===== src/rtl/simple_boolean_eval.sv =====
// simple_boolean_eval: 4-input Boolean function evaluator backed by a 16-entry
// runtime-reloadable truth table. F is the combinational lookup; f_q/f_valid
// give a registered, valid-qualified copy; hit_cnt counts accepted vectors
// that evaluated to 1, saturating at its maximum value.
module simple_boolean_eval #(
  parameter logic [15:0] TRUTH_TABLE = 16'hA5A5,
  parameter int          CNT_W       = 8
) (
  input  logic             clk,
  input  logic             rst,
  input  logic             A,
  input  logic             B,
  input  logic             C,
  input  logic             D,
  output logic             F,
  input  logic             in_valid,
  output logic             f_q,
  output logic             f_valid,
  input  logic             cfg_we,
  input  logic [15:0]      cfg_tt,
  output logic [15:0]      tt_rd,
  output logic [CNT_W-1:0] hit_cnt
);

  localparam logic [CNT_W-1:0] CNT_MAX  = {CNT_W{1'b1}};
  localparam logic [CNT_W-1:0] CNT_ONE  = {{(CNT_W-1){1'b0}}, 1'b1};
  localparam logic [CNT_W-1:0] CNT_ZERO = {CNT_W{1'b0}};

  logic [15:0]      tt_q;
  logic [15:0]      tt_d;
  logic             f_d;
  logic             f_valid_q;
  logic             f_valid_d;
  logic [CNT_W-1:0] hit_cnt_q;
  logic [CNT_W-1:0] hit_cnt_d;
  logic [3:0]       idx_s;
  logic             f_s;

  // Table lookup: index is {A,B,C,D}; X on an input may propagate to F.
  always_comb begin
    idx_s = {A, B, C, D};
    f_s   = tt_q[idx_s];
  end

  // Next-state: the registered path and counter sample F from the table held
  // before this edge, so a same-cycle reload does not affect them.
  always_comb begin
    tt_d      = tt_q;
    f_d       = f_q;
    f_valid_d = in_valid;
    hit_cnt_d = hit_cnt_q;

    if (cfg_we) begin
      tt_d = cfg_tt;
    end else begin
      tt_d = tt_q;
    end

    if (in_valid) begin
      f_d = f_s;
      if (f_s && (hit_cnt_q != CNT_MAX)) begin
        hit_cnt_d = hit_cnt_q + CNT_ONE;
      end else begin
        hit_cnt_d = hit_cnt_q;
      end
    end else begin
      f_d       = f_q;
      hit_cnt_d = hit_cnt_q;
    end
  end

  // State registers; reset restores the default table and clears outputs,
  // taking priority over any reload or valid input in the same cycle.
  always_ff @(posedge clk) begin
    if (rst) begin
      tt_q      <= TRUTH_TABLE;
      f_q       <= 1'b0;
      f_valid_q <= 1'b0;
      hit_cnt_q <= CNT_ZERO;
    end else begin
      tt_q      <= tt_d;
      f_q       <= f_d;
      f_valid_q <= f_valid_d;
      hit_cnt_q <= hit_cnt_d;
    end
  end

  assign F       = f_s;
  assign f_valid = f_valid_q;
  assign tt_rd   = tt_q;
  assign hit_cnt = hit_cnt_q;

endmodule


===== config.mk =====
export PLATFORM = sky130hd
export DESIGN_NAME = simple_boolean_eval
export DESIGN_NICKNAME = d
export VERILOG_FILES = /design/src/rtl/simple_boolean_eval.sv
export SDC_FILE = /design/constraint.sdc
export NUM_CORES = 1
export LEC_CHECK = 0
export BUFFER_PORTS_ARGS = -buffer_cell sky130_fd_sc_hd__buf_2
export CAP_MARGIN = 20
export CORE_MARGIN = 5
export CORE_UTILIZATION = 50
export DETAILED_ROUTE_END_ITERATION = 8
export GPL_TIMING_DRIVEN = 0
export PLACE_DENSITY = 0.83
export SYNTH_ARGS = -nofsm -noshare
export SYNTH_HDL_FRONTEND = slang
export SYNTH_SLANG_ARGS = --single-unit

===== constraint.sdc =====
create_clock -name clk -period 4.53 [get_ports clk]
set_input_delay 0.906 -clock clk [delete_from_list [all_inputs] [get_ports clk]]
set_output_delay 0.906 -clock clk [all_outputs]
set_load 0.01 [all_outputs]

======== Word-level counts from Yosys, hierarchy flattened ========
Cells that the tools add are included.
storage, ports and cells
  register bits after elaboration ......... 26
  bits of input ports ..................... 24
cells by class
  $add $sub $neg .......................... 1
  magnitude comparators ................... 1
  equal/unequal tests ..................... 1
  multiplexer cells ....................... 2
  reduce and logical (&&, ||, !) cells .... 2
operators with widths
  operator             count
  $add 8x1->8 const B  1
  $ne 8x8->1 const B   1
  $lt 4x5->1 const B   1
  $bmux 1 s4           1
  $reduce_and 2->1     1
  $logic_and 1x1->1    1
  $mux 1               1

======== Logic depth before layout (Yosys ltp) ========
Gate-level depths: netlist of run 1.
  word-level depth ........................ 4
  mapped depth ............................ 7
  depth with buffers taken out ............ 7

======== Worst setup path after synthesis of run 1 ========
No wires, ideal clock.
  kind .................................... input to output
  start point ............................. in B
  end point ............................... out F
  arrival time ............................ 1.740 ns
  data required time ...................... 3.624 ns
  slack ................................... 1.884 ns
  cell stages on the path ................. 5
  path buffers ............................ 1
  path through ............................ buf_6 > mux2i_1 > a22oi_2 > nand2_1 > o21ai_0
on the way
  longest elaborated chain between the ends .. 2
RTL lines
  what                          line  source
  from (decl)                   12    input logic B,
  $bmux 1 s4                    42    f_s = tt_q[idx_s];
  $mux 1 (implied by the code)  42
  to (decl)                     15    output logic F,
Every way passes these cells. The select of a mux whose other input is x is not followed.

======== Final worst setup path of run 1 ========
  start point ............................. in C
  end point ............................... out F
on the way
  longest elaborated chain between the ends .. 2
RTL lines
  what                          line  source
  from (decl)                   13    input logic C,
  $bmux 1 s4                    42
  $mux 1 (implied by the code)  42
Every way passes these cells. The select of a mux whose other input is x is not followed.

==> results.md, run 1 <==
- Status: completed
- Initial antenna violation count: 0
- Finish-stage setup viols: 0
- Longest Clk Path Bufs: 2
- Most frequent cells in the layout: buf_2 (48), dfxtp_1 (26), mux2i_1 (16), nor2_1 (15), nor2b_1 (11)
- Clock Latency Late Sink: between 300 and 400 ps
- Routed WL per cell: 14.5 um
- Final setup TNS: 0 ps
- Final Hold Vio Count: 0
- Drc violations: 0
- Die area: 3560 sq um
- Worst Path Arrival: 1840 ps
- Crit-path slowest cell: a22oi_1
- Yosys top cell by area: dfxtp_1
- Vias in the first global route: 1147
- Share of layout cells above drive strength 1: about 31%
- Yosys top cell area share: 42.1%
- CP Buf/Inv Count: 2
- Pin count of the biggest net entering global routing: 14
- Remaining antenna violation count: 0
- Vias post-DR: 1157
- H-tree depth: 1
- CP Cell Sequence: buf_2 > nor2b_1 > a22oi_1 > nand3_1 > o21ai_0 > buf_2
- Synthesized net count: 156
- Root buf cell: clkbuf_4
- Critical Path Source: C
- GRT Util Overall: 18.3%
- Syn-to-layout area delta: 23.9%
- Clk sink count: 26
- Most used cell, CP: buf_2
- Final Cycle Share: between 60% and 70%
- Critical path launch point type: input port
- Distinct cells, synth: 30
- DIE WIDTH: 59.7 um
- Critical Path RT: 3620 ps
- Post-CTS Resized: 0
- Worst-case vdd ir drop: 240 uV
- Synth area leaders: dfxtp_1 (42%), mux2i_1 (13%), a211o_1 (5.7%)
- Worst R2R Start: hit_cnt[0]
- Worst hold-check path type: reg -> reg
- First-pass GRT wire length: 4.98 mm
- Crit path kind: in -> out
- Worst-path fanout max: 5
- Vias/cell: 5.48
- Final #Nets: about 210
- CORE AREA: 2410 sq um
- Max Slew Vio Count: 0
- Aggregate global routing overflow: 0
- Worst r2r dst: hit_cnt[4]
- GP Congestion: 0.760
- Post-CTS Setup Bufs: 0
- Post-DP HPWL: 2.43 mm
- Antenna fix cells: 0
- Clock slew seen by the registers of the worst setup and hold paths: 130 ps
- CTS tree: built
- P per Cell Area: 285 nW/um^2
- Minimum clock period: about 2700 ps
- # port buffers: 47
- Crit-path max cell delay: roughly 310 ps
- Delay-heaviest family, CP: compound AO/OA/AOI/OAI gates
- Mapped Avg Cell Area: 9.43 sq um
- Worst slew pin tran: slightly above 600 ps
- Peak Freq: 364 MHz
- Worst path depth: 6
- I/O pins: 51
- RSZ-0062 raised after global routing: no
- Clock Skews: 3.12 ps
- Max Cap Viol: 0
- Cell Rows: 18
- Most common cell after layout, fill and taps aside: buf_2
- Die Height: 59.7 um
- Post-CTS Hold Buffers: 0
- Worst setup endpoint: F
- FF+latch count, synth: 26
- Initial Utilization: 51.2%
- Synth Instances: 131
- Hold path depth: 2
- Synth Warn #: 0
- CP endpoint kind: primary output
- Worst r2r path cells: 7
- Fin util: 63.5%
- Mapped Area: 1230 sq um
- Worst slew margin: 59.8%
- TritonRoute pass-1 iters: 4
- Num CTS Buffers: 3
- Register-to-register setup slack: 2330 ps
- Initial drt markers: 24
- Routed wire length: just over 3 mm
- Sequential share of the synthesized area: between 40% and 50%
- Static Leakage: 0.746 nW
## worst reg2reg max path: cells and delay by family (launching register included)
kind                       cells  cell delay, ps
and+or+nand+nor                3             670
AOI/OAI and AO/OA              2             530
DFF                            1             370
muxes                          1             310
adders and majority gates      1             220
## cell families after synthesis
kind of cell             Yosys count  synth area share [%]
adder cells (fa/ha/maj)            1                  1.01
AO/OA/AOI/OAI                     24                  16.7
buffers and inverters             13                  5.27
AND/OR/NAND/NOR                   47                  18.8
flip-flops                        26                  42.1
XOR/XNOR                           3                  2.13
multiplexers                      17                  13.9
## layer usage
layer  track usage (%)  up-vias  routed length, um
met5                 0        -                  0
met4              5.38        0                 37
met3              4.10        6                159
met2              34.4       29               1630
met1              20.2      556               1230
li1                  -      566                  -
## synthesized netlist by cell type, drive strengths merged
cell    instances
nor2           15
a21o            1
a211o           8
a41oi           1
mux2i          16
nand2           7
buf             4
ha              1
o32ai           1
xnor2           3
a31oi           3
inv             6
nor3            1
and3            3
and4            1
dfxtp          26
nand3           6
mux2            1
a221oi          1
a21boi          1
a311oi          1
nand4           3
a21oi           4
a22oi           2
nor2b          11
clkbuf          3
o21ai           1
## cell type report
cell class                      count  area, sq um
Clock buffer                        3         22.5
Fill cell                         205          880
Buffer                              7         42.5
Inverter                            6         22.5
Sequential cell                    26          520
Multi-Input combinational cell     92          649
Timing Repair Buffer               47          235
Tap cell                           30         37.5
## registers in the layout (all words and copies together), names as in the netlist
name and flops:
tt_rd 16, hit_cnt 8, f_valid 1, f_q 1
## through the flow
step | power, mW | hold slack (ps) | area [sq um] | instances | setup slack, ps
global route | 0.457 | 564 | 1530 | 211 | 1720
global placement | 0.340 | 465 | 1510 | 208 | 1770
detailed placement | 0.344 | 509 | 1510 | 208 | 1810
finish | 0.437 | 537 | 1530 | 211 | 1790
CTS | 0.437 | 534 | 1530 | 211 | 1810
floorplan | 0.309 | 528 | 1230 | 131 | 1880
## worst min path at each step
stage	to	startpoint	slack [ps]
global placement	f_q	f_q	460
detailed placement	tt_rd[11]	tt_rd[11]	510
floorplan	f_q	f_q	530
global route	f_q	f_q	560
finish	tt_rd[11]	tt_rd[11]	540
CTS	f_q	f_q	530
## report_power, final
| part | switching (mW) | internal [mW] |
|---|---|---|
| registers | 0.00975 | 0.241 |
| logic | 0.0472 | 0.0406 |
| clock network | 0.0670 | 0.0312 |
| total | 0.124 | 0.313 |
Note: power is estimated with default switching activity, not from simulation.
==> run 2, diff against run 1 <==
CORE_UTILIZATION = 47   (was 50)
PLACE_DENSITY = 0.78   (was 0.83)
clock period = 2.7 ns   (was 4.53 ns; I/O delays follow)
==> run 2 against run 1 <==
Register-to-register slack worse by 1800 ps; cell area did not move; die area up 5.3%; clock power up 68%; sequential cell count did not move; critical path depth is 1 higher; combinational power increased by 65%; worst hold slack got worse by 130 ps; non-clock buffer count is the same; count of clock-buffer cells in the layout unchanged.
==> results.md, run 2 (synthesis results as in run 1) <==
- Initial Utilization: 49.4% (-1.8 points)
- Worst hold-check path type: in -> reg
- Max reg flops: 16 (unchanged)
- Dpl ws: 523 ps (-1290 ps)
- Fin util: 61.2% (-2.3 points)
- Status: completed
- Worst Path Arrival: 2380 ps (+540 ps)
- Crit path kind: reg -> reg
- Post-CTS Hold Buffers: 0 (unchanged)
- Root buf cell: clkbuf_4
- DIE WIDTH: 61.3 um (+2.6%)
- Num CTS Buffers: 3 (unchanged)
- RSZ-0062 raised after global routing: no
- Vias post-DR: 1144 (-1.1%)
- Critical path launch point type: register
- Drc violations: 0 (unchanged)
- Initial antenna violation count: 0 (unchanged)
- Vias in the first global route: 1117 (-2.6%)
- Final Cycle Share: 80.1%
- Post-DP Area: 1510 sq um (unchanged)
- Finish-stage setup viols: 0 (unchanged)
- I/O pins: 51 (unchanged)
- CORE AREA: 2500 sq um (+3.7%)
- Clock Skews: 6.41 ps (+3.29 ps)
- Initial drt markers: 33 (+38%)
- Antenna fix cells: 0 (unchanged)
- Max Cap Viol: 0 (unchanged)
- Minimum clock period: approximately 2200 ps
- Max Slew Vio Count: 0 (unchanged)
- Final setup TNS: 0 ps (unchanged)
- Worst slew pin tran: 620 ps (+17.3 ps)
- Most frequent cells in the layout: buf_2 (48), dfxtp_1 (26), mux2i_1 (16), nor2_1 (15), nor2b_1 (11)
- Worst-case vdd ir drop: 305 uV (+27%)
- Aggregate global routing overflow: 0 (unchanged)
- Cell Rows: 18 (unchanged)
- Remaining antenna violation count: 0 (unchanged)
- P per Cell Area: 478 nW/um^2 (+67%)
- Post-CTS Setup Bufs: 0 (unchanged)
- Syn-to-layout area delta: 23.9% (unchanged)
- Final WS setup: 538 ps (-1250 ps)
- Total power draw: 731 uW (+67%)
- WHS: 412 ps (-125 ps)
- Worst slew margin: 58.6% (-1.2 points)
- TritonRoute pass-1 iters: 4 (unchanged)
- Finished Layout Cells: 211 (unchanged)
- Static Leakage: 0.746 nW (unchanged)
- GP Congestion: 0.731 (-3.7%)
- Die Height: 61.3 um (+2.6%)
- Clk sink count: 26 (unchanged)
- Vias/cell: 5.42 (-1.1%)
- Final #Nets: 208 (unchanged)
- Worst r2r path cells: 7 (unchanged)
- Post-CTS Resized: 0 (unchanged)
- H-tree depth: 1 (unchanged)
- Worst-path fanout max: 5 (unchanged)
- Critical Path Source: hit_cnt[0]
- CTS tree: built
- Routed wire length: 2.98 mm (-2.4%)
- Worst setup endpoint: hit_cnt[4]
- Worst r2r dst: hit_cnt[4]
- CP endpoint kind: register
- Routed WL per cell: 14.1 um (-2.4%)
- Longest Clk Path Bufs: 2 (unchanged)
- Cells after DPL: 208 (unchanged)
- Register-to-register setup slack: 540 ps (-1790 ps)
- Clock Latency Late Sink: 320 ps (about the same)
- Peak Freq: 463 MHz
- Pin count of the biggest net entering global routing: 14 (unchanged)
- Final instance area: 1530 sq um (unchanged)
- Most common cell after layout, fill and taps aside: buf_2
- First-pass GRT wire length: 4.86 mm (-2.3%)
- Final Hold Vio Count: 0 (unchanged)
- Die area: 3750 sq um (+5.3%)
- Worst R2R Start: hit_cnt[0]
- Clock slew seen by the registers of the worst setup and hold paths: 140 ps (about the same)
- Critical Path RT: 2920 ps (-700 ps)
- Share of layout cells above drive strength 1: 30.9% (unchanged)
- # port buffers: 47 (unchanged)
- GRT Util Overall: 17.6% (-0.68 points)
- Post-DP HPWL: 2.34 mm (-3.5%)
run 2: cell counts in the layout (fill, tap and decap cells not counted):
No cell type changed its count.
run 2: how the worst min path moves through the flow:
stage                          start   endpoint  slack [ps]  cells past startpoint
after global placement           f_q        f_q         460                      2
after global routing      cfg_tt[15]  tt_rd[15]         390                      2
final                      cfg_tt[8]   tt_rd[8]         410                      2
after CTS                  cfg_tt[8]   tt_rd[8]         410                      2
after floorplan                  f_q        f_q         530                      2
after detailed placement         f_q        f_q         480                      2
run 2: routing by layer:
layer | global-route usage [%] | wire, um | vias to the layer above
met4 | 8.36 | 50 | 0
met3 | 3.14 | 158 | 4
met5 | 0 | 0 | -
li1 | - | - | 566
met1 | 20.8 | 1240 | 547
met2 | 30.8 | 1530 | 27
run 2: layout make-up:
type / count / area, sq um
fillers: 232 / 970
multi-input cells: 92 / 649
flip-flops and latches: 26 / 520
repair buffers: 47 / 235
plain buffers: 7 / 42.5
well taps: 30 / 37.5
clock buffers: 3 / 22.5
inverters: 6 / 22.5
run 2: worst max-delay path, stage by stage (launching register included):
cell,delay [ps]
dfxtp_1,380
ha_1,220
and4_1,250
a41oi_1,280
nand4_1,220
a21boi_2,220
and3_1,180
mux2_1,310
run 2: power by group:
group	leakage (nW)	switching, mW	internal, mW
Clock	0.0138	0.113	0.0523
Combinational	0.518	0.0769	0.0679
Sequential	0.214	0.0169	0.405
Total	0.746	0.206	0.525
==> run 3, diff against run 2 <==
clock period = 2.25 ns   (was 2.7 ns; I/O delays follow)
==> run 3 against run 2 <==
Clock power is 20% higher; final cell count increased by 0.95%; setup slack lost 360 ps; non-clock buffer count increased by 2; first-iteration DRC count grew 27%; utilization increased by 0.90 points.
==> results.md, run 3 (synthesis results as in run 1) <==
- Root buf cell: clkbuf_4
- Routed wire length: 3.01 mm (+1.1%)
- Status: completed
- Post-DP HPWL: 2.34 mm (unchanged)
- Worst slew pin tran: 620 ps (-0.815 ps)
- Critical path launch point type: register
- Worst r2r path cells: 7 (unchanged)
- CTS tree: built
- Clock Latency Late Sink: 320 ps (about the same)
- Initial drt markers: 42 (+27%)
- Crit-path max cell delay: 380 ps (about the same)
- RSZ-0062 raised after global routing: no
- Clk sink count: 26 (unchanged)
- Drc violations: 0 (unchanged)
- Num CTS Buffers: 3 (unchanged)
- Worst setup endpoint: hit_cnt[4]
- Worst Path Arrival: 2290 ps (-90 ps)
- DIE WIDTH: 61.3 um (unchanged)
- Worst slew margin: 58.7% (about the same)
- GRT Util Overall: 17.6% (unchanged)
- Most frequent cells in the layout: buf_2 (48), dfxtp_1 (26), mux2i_1 (16), nor2_1 (15), nor2b_1 (11)
- Initial antenna violation count: 0 (unchanged)
- Final Cycle Share: 91.9% (+12 points)
- Longest Clk Path Bufs: 2 (unchanged)
- Critical Path RT: 2470 ps (-450 ps)
- Final #Nets: 210 (+0.96%)
- I/O pins: 51 (unchanged)
- Worst path depth: 7 (unchanged)
- CORE AREA: 2500 sq um (unchanged)
- Syn-to-layout area delta: 25.7%
- CP endpoint kind: register
- First-pass GRT wire length: 4.86 mm (unchanged)
- Remaining antenna violation count: 0 (unchanged)
- Crit path kind: reg -> reg
- P per Cell Area: 568 nW/um^2 (+19%)
- Vias/cell: 5.44 (+0.27%)
- CP Buf/Inv Count: 0 (unchanged)
- Die area: 3750 sq um (unchanged)
- Register-to-register setup slack: 180 ps (-360 ps)
- Share of layout cells above drive strength 1: 32.2% (+1.3 points)
- Delay-heaviest family, CP: simple AND/OR/NAND/NOR gates
- Worst r2r dst: hit_cnt[4]
- Finish-stage setup viols: 0 (unchanged)
- Final instance area: 1550 sq um (+1.5%)
- Worst hold-check path type: in -> reg
- # port buffers: 47 (unchanged)
- Vias post-DR: 1158 (+1.2%)
- CP Cell Sequence: ha_1 > and4_1 > a41oi_2 > nand4_1 > a21boi_2 > and3_1 > mux2_1
- Worst R2R Start: hit_cnt[0]
- Vias in the first global route: 1117 (unchanged)
- H-tree depth: 1 (unchanged)
- Post-CTS Hold Buffers: 0 (unchanged)
- Post-DP Area: 1510 sq um (unchanged)
- Pin count of the biggest net entering global routing: 14 (unchanged)
- Aggregate global routing overflow: 0 (unchanged)
- TritonRoute pass-1 iters: 4 (unchanged)
- Worst-case vdd ir drop: 366 uV (+20%)
- Final WS setup: 182 ps (-356 ps)
- Worst-path fanout max: 5 (unchanged)
- Clock Skews: 6.41 ps (-0.00322 ps)
- Most common cell after layout, fill and taps aside: buf_2
- Crit-path slowest cell: dfxtp_1
- Minimum clock period: 2070 ps (-93.9 ps)
- Max Slew Vio Count: 0 (unchanged)
- Cell Rows: 18 (unchanged)
- Clock slew seen by the registers of the worst setup and hold paths: 140 ps (about the same)
- Critical Path Source: hit_cnt[0]
- Static Leakage: 0.755 nW (+1.2%)
- Max Cap Viol: 0 (unchanged)
- Max reg flops: 16 (unchanged)
- Routed WL per cell: 14.1 um (+0.13%)
- Antenna fix cells: 0 (unchanged)
- Die Height: 61.3 um (unchanged)
- Final setup TNS: 0 ps (unchanged)
- Peak Freq: 484 MHz (+4.5%)
- Final Hold Vio Count: 0 (unchanged)
- Dpl ws: 98.5 ps (-424 ps)
- GP Congestion: 0.731 (unchanged)
- Initial Utilization: 49.4% (unchanged)
[run 3: changes by cell type in the layout (fill, tap and decap cells not counted)]
cell     delta
a41oi_2     +1
buf_4       +2
a41oi_1     -1
[run 3: worst min path at each step]
stage | startpoint | to | slack, ps | depth (start not counted)
6_report | cfg_tt[8] | tt_rd[8] | 320 | 2
3_3_place_gp | f_q | f_q | 460 | 2
3_5_place_dp | f_q | f_q | 480 | 2
2_1_floorplan | f_q | f_q | 530 | 2
5_1_grt | cfg_tt[15] | tt_rd[15] | 300 | 2
4_1_cts | cfg_tt[8] | tt_rd[8] | 320 | 2
[run 3: layout make-up]
class | count | area, sq um
Sequential cell | 26 | 520
Inverter | 6 | 22.5
Timing Repair Buffer | 49 | 250
Tap cell | 30 | 37.5
Multi-Input combinational cell | 92 | 657
Clock buffer | 3 | 22.5
Fill cell | 227 | 947
Buffer | 7 | 42.5
[run 3: stage by stage]
| stage | instances | power (mW) | hold slack, ps | utilization (%) |
|---|---|---|---|---|
| after floorplan | 131 | 0.623 | 528 | - |
| after global placement | 208 | 0.685 | 464 | 60.3 |
| after detailed placement | 208 | 0.690 | 480 | 60.3 |
| after CTS | 211 | 0.883 | 316 | 61.2 |
| after global routing | 213 | 0.930 | 300 | 62.1 |
| final | 213 | 0.882 | 322 | 62.1 |
[run 3: report_power, final]
part	switching (mW)	internal [mW]	total, mW
registers	0.0201	0.486	0.506
clock network	0.136	0.0628	0.198
logic	0.0934	0.0843	0.178
[run 3: metal layers]
layer | wire length, um | up-vias | share of wire, % | track usage [%]
met5 | 0 | - | 0 | 0
met4 | 49 | 0 | 1.6 | 8.36
met3 | 161 | 4 | 5.4 | 3.14
met2 | 1550 | 29 | 51 | 30.8
met1 | 1250 | 553 | 42 | 20.8
li1 | - | 572 | - | -
[run 3: repair_timing]
item | 4_1_cts | 5_1_grt
setup endpoints to repair | 0 | 1
endpoints found under the hold margin | 0 | 0
buffers inserted | 0 | 2
resized for setup | 0 | 1
